[config.mk]
export PLATFORM = sky130hd
export DESIGN_NAME = key_note_scheduler
export DESIGN_NICKNAME = d
export VERILOG_FILES = /design/src/rtl/key_note_scheduler.sv
export SDC_FILE = /design/constraint.sdc
export NUM_CORES = 1
export LEC_CHECK = 0
export CORE_AREA = 2 2 56 58
export CTS_CLUSTER_DIAMETER = 40
export CTS_CLUSTER_SIZE = 25
export DETAILED_ROUTE_END_ITERATION = 8
export DIE_AREA = 0 0 58 60
export GPL_ROUTABILITY_DRIVEN = 0
export PLACE_DENSITY_LB_ADDON = 0.1
export SLEW_MARGIN = 20
export SYNTH_ARGS = -nofsm -noshare
export SYNTH_HDL_FRONTEND = slang
export SYNTH_SLANG_ARGS = --single-unit
[constraint.sdc]
create_clock -name clk -period 8.1 [get_ports clk]
set_input_delay 1.215 -clock clk [delete_from_list [all_inputs] [get_ports clk]]
set_output_delay 1.215 -clock clk [all_outputs]
set_load 0.005 [all_outputs]
[src/rtl/key_note_scheduler.sv]
// Round-robin note scheduler for an 8-key instrument: grants one requesting key at a time,
// plays it for NOTE_CYCLES cycles, then holds a GAP_CYCLES silence before the next grant.
module key_note_scheduler #(
    parameter int NOTE_CYCLES = 16,
    parameter int GAP_CYCLES  = 2
) (
    input  logic       clk,
    input  logic       reset,
    input  logic       enable,
    input  logic [7:0] key_req,
    output logic [7:0] grant,
    output logic [2:0] note_idx,
    output logic       note_valid,
    output logic       busy
);

    localparam int MAX_CYCLES = (NOTE_CYCLES > GAP_CYCLES) ? NOTE_CYCLES : GAP_CYCLES;
    localparam int CW         = $clog2(MAX_CYCLES + 1);

    localparam logic [CW-1:0] NOTE_LOAD = CW'(NOTE_CYCLES);
    localparam logic [CW-1:0] GAP_LOAD  = CW'(GAP_CYCLES);
    localparam logic [CW-1:0] CNT_ONE   = CW'(1);

    localparam logic [1:0] IDLE = 2'd0;
    localparam logic [1:0] PLAY = 2'd1;
    localparam logic [1:0] GAP  = 2'd2;

    logic [1:0]    state_q, state_d;
    logic [CW-1:0] cnt_q, cnt_d;
    logic [2:0]    idx_q, idx_d;
    logic [2:0]    last_q, last_d;

    logic          pick_valid;
    logic [2:0]    pick_idx;

    // Search upward from the key after the last grant, wrapping 7 -> 0; 3-bit add wraps for free.
    always_comb begin
        logic [2:0] cand;
        // NOTE: every signal driven here gets a default first, so no path can infer a latch.
        pick_valid = 1'b0;
        pick_idx   = last_q;
        cand       = last_q;
        for (int k = 1; k < 9; k++) begin
            cand = last_q + 3'(k);
            if (!pick_valid && key_req[cand]) begin
                pick_valid = 1'b1;
                pick_idx   = cand;
            end
        end
    end

    always_comb begin
        state_d = state_q;
        cnt_d   = cnt_q;
        idx_d   = idx_q;
        last_d  = last_q;
        case (state_q)
            IDLE: begin
                if (enable && pick_valid) begin
                    state_d = PLAY;
                    cnt_d   = NOTE_LOAD;
                    idx_d   = pick_idx;
                    last_d  = pick_idx;
                end
            end
            PLAY: begin
                // Counter holds cycles remaining including the current one.
                if (cnt_q == CNT_ONE) begin
                    state_d = GAP;
                    cnt_d   = GAP_LOAD;
                end else begin
                    cnt_d = cnt_q - CNT_ONE;
                end
            end
            GAP: begin
                if (cnt_q == CNT_ONE) begin
                    state_d = IDLE;
                    cnt_d   = '0;
                end else begin
                    cnt_d = cnt_q - CNT_ONE;
                end
            end
            default: begin
                state_d = IDLE;
                cnt_d   = '0;
            end
        endcase
    end

    // NOTE: state registers use non-blocking assignments so every flop samples pre-edge values.
    always_ff @(posedge clk) begin
        if (reset) begin
            state_q <= IDLE;
            cnt_q   <= '0;
            idx_q   <= 3'd0;
            last_q  <= 3'd7;
        end else begin
            state_q <= state_d;
            cnt_q   <= cnt_d;
            idx_q   <= idx_d;
            last_q  <= last_d;
        end
    end

    assign note_valid = (state_q == PLAY);
    assign grant      = note_valid ? (8'd1 << idx_q) : 8'd0;
    assign note_idx   = idx_q;
    assign busy       = (state_q == PLAY) || (state_q == GAP);

endmodule
### Word-level counts from Yosys, hierarchy flattened

Index checks and enable logic that the tools add are counted.

* register bits after elaboration: 13
* output and inout port bits: 13

* reduce and logical (&&, ||, !) cells: 19
* add/sub/neg operators: 8
* shifts and indexed selects: 1
* equality and inequality tests: 6
* mux-type cells: 41
* $lt $le $gt $ge: 8

Operators by type and width (number)
* 3-bit by 4-bit less-than comparator with 1-bit output, second input constant: 8
* 1-bit binary-select mux with 3-bit select: 8
* 3-bit two-way mux: 8
* 1-bit two-way mux: 16
* 5-bit two-way mux: 3
* 5-bit one-hot mux with 3 select lines: 1
* 3-bit adder, second input constant: 4
* 1-bit logical AND: 8
* 8-bit two-way mux: 1
* 1-bit by 3-bit left shift with 8-bit output, first input constant: 1
* 1-bit zero test: 7
* 3-bit by 2-bit adder with 3-bit output, second input constant: 2
* 2-bit two-way mux: 3
* 2-bit one-hot mux with 3 select lines: 1
* 5-bit by 1-bit == test with 1-bit output, second input constant: 1
* 5-bit by 1-bit subtractor with 5-bit output, second input constant: 1
* 2-bit inequality test, second input constant: 2
* 3-bit by 1-bit adder with 3-bit output, second input constant: 1
* 3-bit AND reduction: 1
* 2-bit by 1-bit == test with 1-bit output, second input constant: 1
* 2-bit == test, second input constant: 1
* 2-bit zero test: 1
* 2-bit by 1-bit inequality test with 1-bit output, second input constant: 1
* 2-bit AND reduction: 1
* 1-bit logical OR: 1

### Depth between registers and ports, before layout

* depth after elaboration: 28
* depth in mapped cells: 14
* depth with buffers taken out: 9

### Worst setup path before layout

Ideal clock, no wire load.

* path type: flip-flop to flip-flop
* start: register last_q[0]
* end: register idx_q[2], in the netlist note_idx[2]
* data required time: 8.029 ns
* period minus slack after synthesis: 3.348 ns
* arrival time: 3.278 ns
* stages on the path, launching flop included: 13
* library setup time: 0.071 ns
* setup slack: 4.752 ns
* path through: dfxtp_1 -> buf_6 -> clkbuf_1 -> inv_1 -> ha_1 -> buf_2 -> buf_4 -> mux4_2 -> mux2_2 -> nand4b_4 -> or4_1 -> a221o_1 -> a21oi_1

* word-level cells in the longest chain between the ends: 27

Ends and longest elaborated chain
* from (decl): line 31 `logic [2:0] last_q, last_d;`
* from (signal assigned): line 101 `last_q <= last_d;`
* 3-bit by 1-bit adder with 3-bit output: line 44 `cand = last_q + 3'(k);`
* 1-bit binary-select mux with 3-bit select: line 45 `if (!pick_valid && key_req[cand]) begin`
* 1-bit two-way mux (implied by the code): line 45
* 1-bit two-way mux: line 45
* 1-bit zero test: line 45
* 1-bit logical AND: line 45
* 1-bit two-way mux: line 45
* 1-bit zero test: line 45
* [11 not listed]
* 1-bit zero test: line 45
* 1-bit logical AND: line 45
* 1-bit two-way mux: line 45
* 1-bit zero test: line 45
* 1-bit logical AND: line 45
* 1-bit two-way mux: line 45
* 1-bit logical AND: line 59 `if (enable && pick_valid) begin`
* 2-bit AND reduction (no line)
* to (signal assigned): line 100 `idx_q <= idx_d;`
* to (decl): line 30 `logic [2:0] idx_q, idx_d;`

Parallel ways exist; a longest one is shown, timed or not. The select of a mux whose other input is x is not followed.
A chain may end at the register's enable or synchronous reset.

### Final worst setup path

* start: register last_q[0]
* end: register cnt_q[3]

* word-level cells in the longest chain between the ends: 27

Ends and longest elaborated chain
* 3-bit by 1-bit adder with 3-bit output: line 44
* 1-bit binary-select mux with 3-bit select: line 45
* 1-bit two-way mux (implied by the code): line 45
* 1-bit two-way mux: line 45
* 1-bit zero test: line 45
* 1-bit logical AND: line 45
* 1-bit two-way mux: line 45
* 1-bit zero test: line 45
* [11 not listed]
* 1-bit zero test: line 45
* 1-bit logical AND: line 45
* 1-bit two-way mux: line 45
* 1-bit zero test: line 45
* 1-bit logical AND: line 45
* 1-bit two-way mux *: line 45
* 1-bit logical AND *: line 59
* 2-bit inequality test (no line) *
* to (signal assigned): line 99 `cnt_q <= cnt_d;`
* to (decl): line 29 `logic [CW-1:0] cnt_q, cnt_d;`

Every way passes the cells marked *; elsewhere a longest branch is shown, timed or not. The select of a mux whose other input is x is not followed.

==> summary.md <==
| Metric | Value |
|---|---|
| Starting Density | `0.525` |
| Fraction of final layout cells sized beyond drive strength 1 | `0.117` |
| DP HPWL | `2.90 mm` |
| Die area | `3480 um^2` |
| Post-synth EDFFs | `0` |
| Power Dens Cells | `343 nW/um^2` |
| Max FO, Critical Path | `15` |
| Die Width | `58 um` |
| Post-synthesis sequential area ratio | `0.171` |
| Hold crit path type | `reg2reg` |
| Max-Slew Margin vs Limit | `0.560` |
| Leakage power | `0.683 nW` |
| Ports | `24` |
| Die height | `60 um` |
| Buffers on Ports | `23` |
| Final wirelength | `3.68 mm` |
| Clk slew on worst S/H paths | `0.08 ns` |
| Multi-input gate area | `1180 um^2` |
| # Post-CTS Setup Buffers | `0` |
| Syn Inst Count | `186` |
| Routed Antenna Nets | `0` |
| Main flop type after synthesis | `dfxtp_1` |
| First-pass GRT wire length | `6.05 mm` |
| Reg2Reg Depth | `9` |
| PnR worst setup slack | `4.25 ns` |
| Core area | `2900 um^2` |
| GR Util All Layers | `0.221` |
| Slowest cell on crit path | `dfxtp_1` |
| Largest area contributor in the netlist | `dfxtp_1` |
| Maximum capacitance violations | `0` |
| Clock latency on the worst-skew pair | `0.27 ns` |
| Final Max Tran Viols | `0` |
| Worst Hold Depth | `2` |
| Crit path DAT | `4.04 ns` |
| Bufs on Longest Clock Path | `2` |
| Synthesis-to-layout area growth | `16.6%` |
| Final Hold Viols | `0` |
| Register area | `260 um^2` |
| Vias | `1,494` |
| Worst R2R End | `cnt_q[3]` |
| CTS Hold Buffers Added | `0` |
| Post-CTS sizing | `0` |
| VDD IR max | `0.218 mV` |
| Crit path kind | `reg2reg` |
| Worst reg2reg path startpoint | `last_q[0]` |
| H-tree depth | `1` |
| Post-Syn Nets | `206` |
| Final Non-Filler Cells | `238` |
| Mapped cell area | `1520 um^2` |
| Clk_skew | `0.00610 ns` |
| Antenna cells | `0` |
| Fillers | `269` |
| Via density per instance | `6.28` |
| CP required | `8.30 ns` |
| Hold path endpoint | `note_idx[0]` |
| CP peak stage delay | `0.74 ns` |
| CP top delay family | `multiplexers` |
| Final Cell Area | `1780 um^2` |
| Final Power | `0.000609 W` |
| Setup_tns | `0 ns` |
| Mean routed wirelength per cell | `15.5 um` |
| Crit path buf inv count | `1` |
| CP Capture Type | `register` |
| DRC Markers | `0` |
| Final net count | `226` |
| Dpl cells | `234` |
| Syn_area_per_cell | `8.19 um^2` |
| Placed cell area | `1750 um^2` |
| Initial antenna violation count | `0` |
| Minimum clock period | `3.85 ns` |
| Rows | `20` |
| Remaining global-route overflow | `0` |
| Worst slack, placed | `4.16 ns` |
| Fin crit share | `0.475` |
| CTS root buf | `clkbuf_4` |
| Synth top area cells | `dfxtp_1 (17%), mux4_2 (12%), ha_1 (7.4%)` |
| Vias in the first global route | `1,285` |
| Fmax | `260 MHz` |
| CTS tree | `done` |
| Min-delay src | `note_idx[0]` |
| DRT iter0 DRCs | `103` |
| Final setup vio count | `0` |
| CP cell instances | `inv_1 > ha_1 > mux2_2 > mux4_2 > nand2b_1 > o31ai_1 > and2_1 > o21ai_0 > a21oi_1` |
| CTS Buf Count | `3` |
| Worst-Margin Slew | `0.654 ns` |
| Number of synthesized register bits | `13` |
| Clk sink count | `13` |
| Ys Warns | `0` |
| Critical path launch point type | `register` |
| Worst R2R Setup Slack | `4.25 ns` |
| Synth top area share | `0.171` |
| Largest net degree at the start of global routing | `16` |
| Synth cell types | `45` |
| RSZ-0062 raised after global routing | `false` |
| First-pass DRT Iterations | `4` |
| Status | `finished, final reports clean` |
| Async set-reset flop share out of synthesis | `0` |
| Commonest cells post-synth | `a21oi_1 (17), nand2_1 (17), o21ai_0 (16)` |
[placed cells by master (no fill, tap or decap), drive strengths merged, types with 2 or more instances in the layout]
| master | instances |
|---|---|
| a211o | 2 |
| a21o | 2 |
| a21oi | 17 |
| a31o | 2 |
| clkbuf | 4 |
| clkdlybuf4s50 | 23 |
| dfxtp | 13 |
| ha | 9 |
| inv | 11 |
| mux2 | 8 |
| mux2i | 8 |
| mux4 | 8 |
| nand2 | 17 |
| nand2b | 6 |
| nand3 | 3 |
| nand3b | 2 |
| nand4b | 2 |
| nor2 | 13 |
| nor2b | 2 |
| nor3 | 8 |
| o211ai | 4 |
| o21ai | 16 |
| or3 | 4 |
| xnor2 | 2 |
| xor2 | 2 |
[tightest hold or removal path, stage by stage, from the launching register on]
cell,delay (ns)
dfxtp_1,0.33
nand2_1,0.06
a21oi_1,0.05
[how the worst max path moves through the flow]
stage / startpoint / to / slack [ns] / cells after the start
6_report: last_q[0] / cnt_q[3] / 4.25 / 9
5_1_grt: last_q[0] / cnt_q[3] / 3.93 / 9
4_1_cts: last_q[0] / cnt_q[2] / 4.26 / 9
3_5_place_dp: key_req[1] / note_idx[2] / 4.16 / 7
3_3_place_gp: key_req[1] / note_idx[2] / 4.19 / 7
2_1_floorplan: last_q[0] / note_idx[2] / 4.75 / 12
[kinds of logic (layout without fill, tap and decap cells)]
group	after synthesis	count (layout)	share of synthesized area
AOI/OAI and AO/OA	56	56	0.235
xor gates and xnor gates	4	4	0.0230
adders and majority gates	9	9	0.0740
buffers and inverters	19	38	0.0567
DFF	13	13	0.171
muxes	24	24	0.230
and+or+nand+nor	61	61	0.210
[power by group]
group / leakage (nW) / internal (W) / switching, W
logic: 0.561 / 0.000213 / 0.000233
clock network: 0.0150 / 0.0000191 / 0.0000209
registers: 0.107 / 0.0000849 / 0.0000385
[final cells by class]
| type | count | share of cell area |
|---|---|---|
| inverter | 11 | 0.0233 |
| clock buffer | 4 | 0.0148 |
| sequential | 13 | 0.147 |
| multi-input combinational | 154 | 0.662 |
| timing repair buffer | 23 | 0.130 |
| tap | 33 | 0.0233 |
[registers in the layout, summed over array words and instances (netlist names)]
name and count:
last_q 3, note_idx 3, cnt_q 5, state_q 2
[through the flow]
step           hold WS [ns]   util
5_1_grt               0.514  0.612
2_1_floorplan         0.445      -
3_3_place_gp          0.463  0.603
4_1_cts               0.477  0.612
6_report              0.475  0.612
3_5_place_dp          0.467  0.603
[routing by layer]
| metal | up-vias | track usage | part of all wire |
|---|---|---|---|
| met5 | - | 0 | 0 |
| met3 | 2 | 0.0411 | 0.073 |
| met2 | 47 | 0.354 | 0.47 |
| met1 | 709 | 0.326 | 0.46 |
| li1 | 736 | - | - |
| met4 | 0 | 0.00997 | 0.0022 |
No activity file was read; power rests on OpenSTA's default activity.
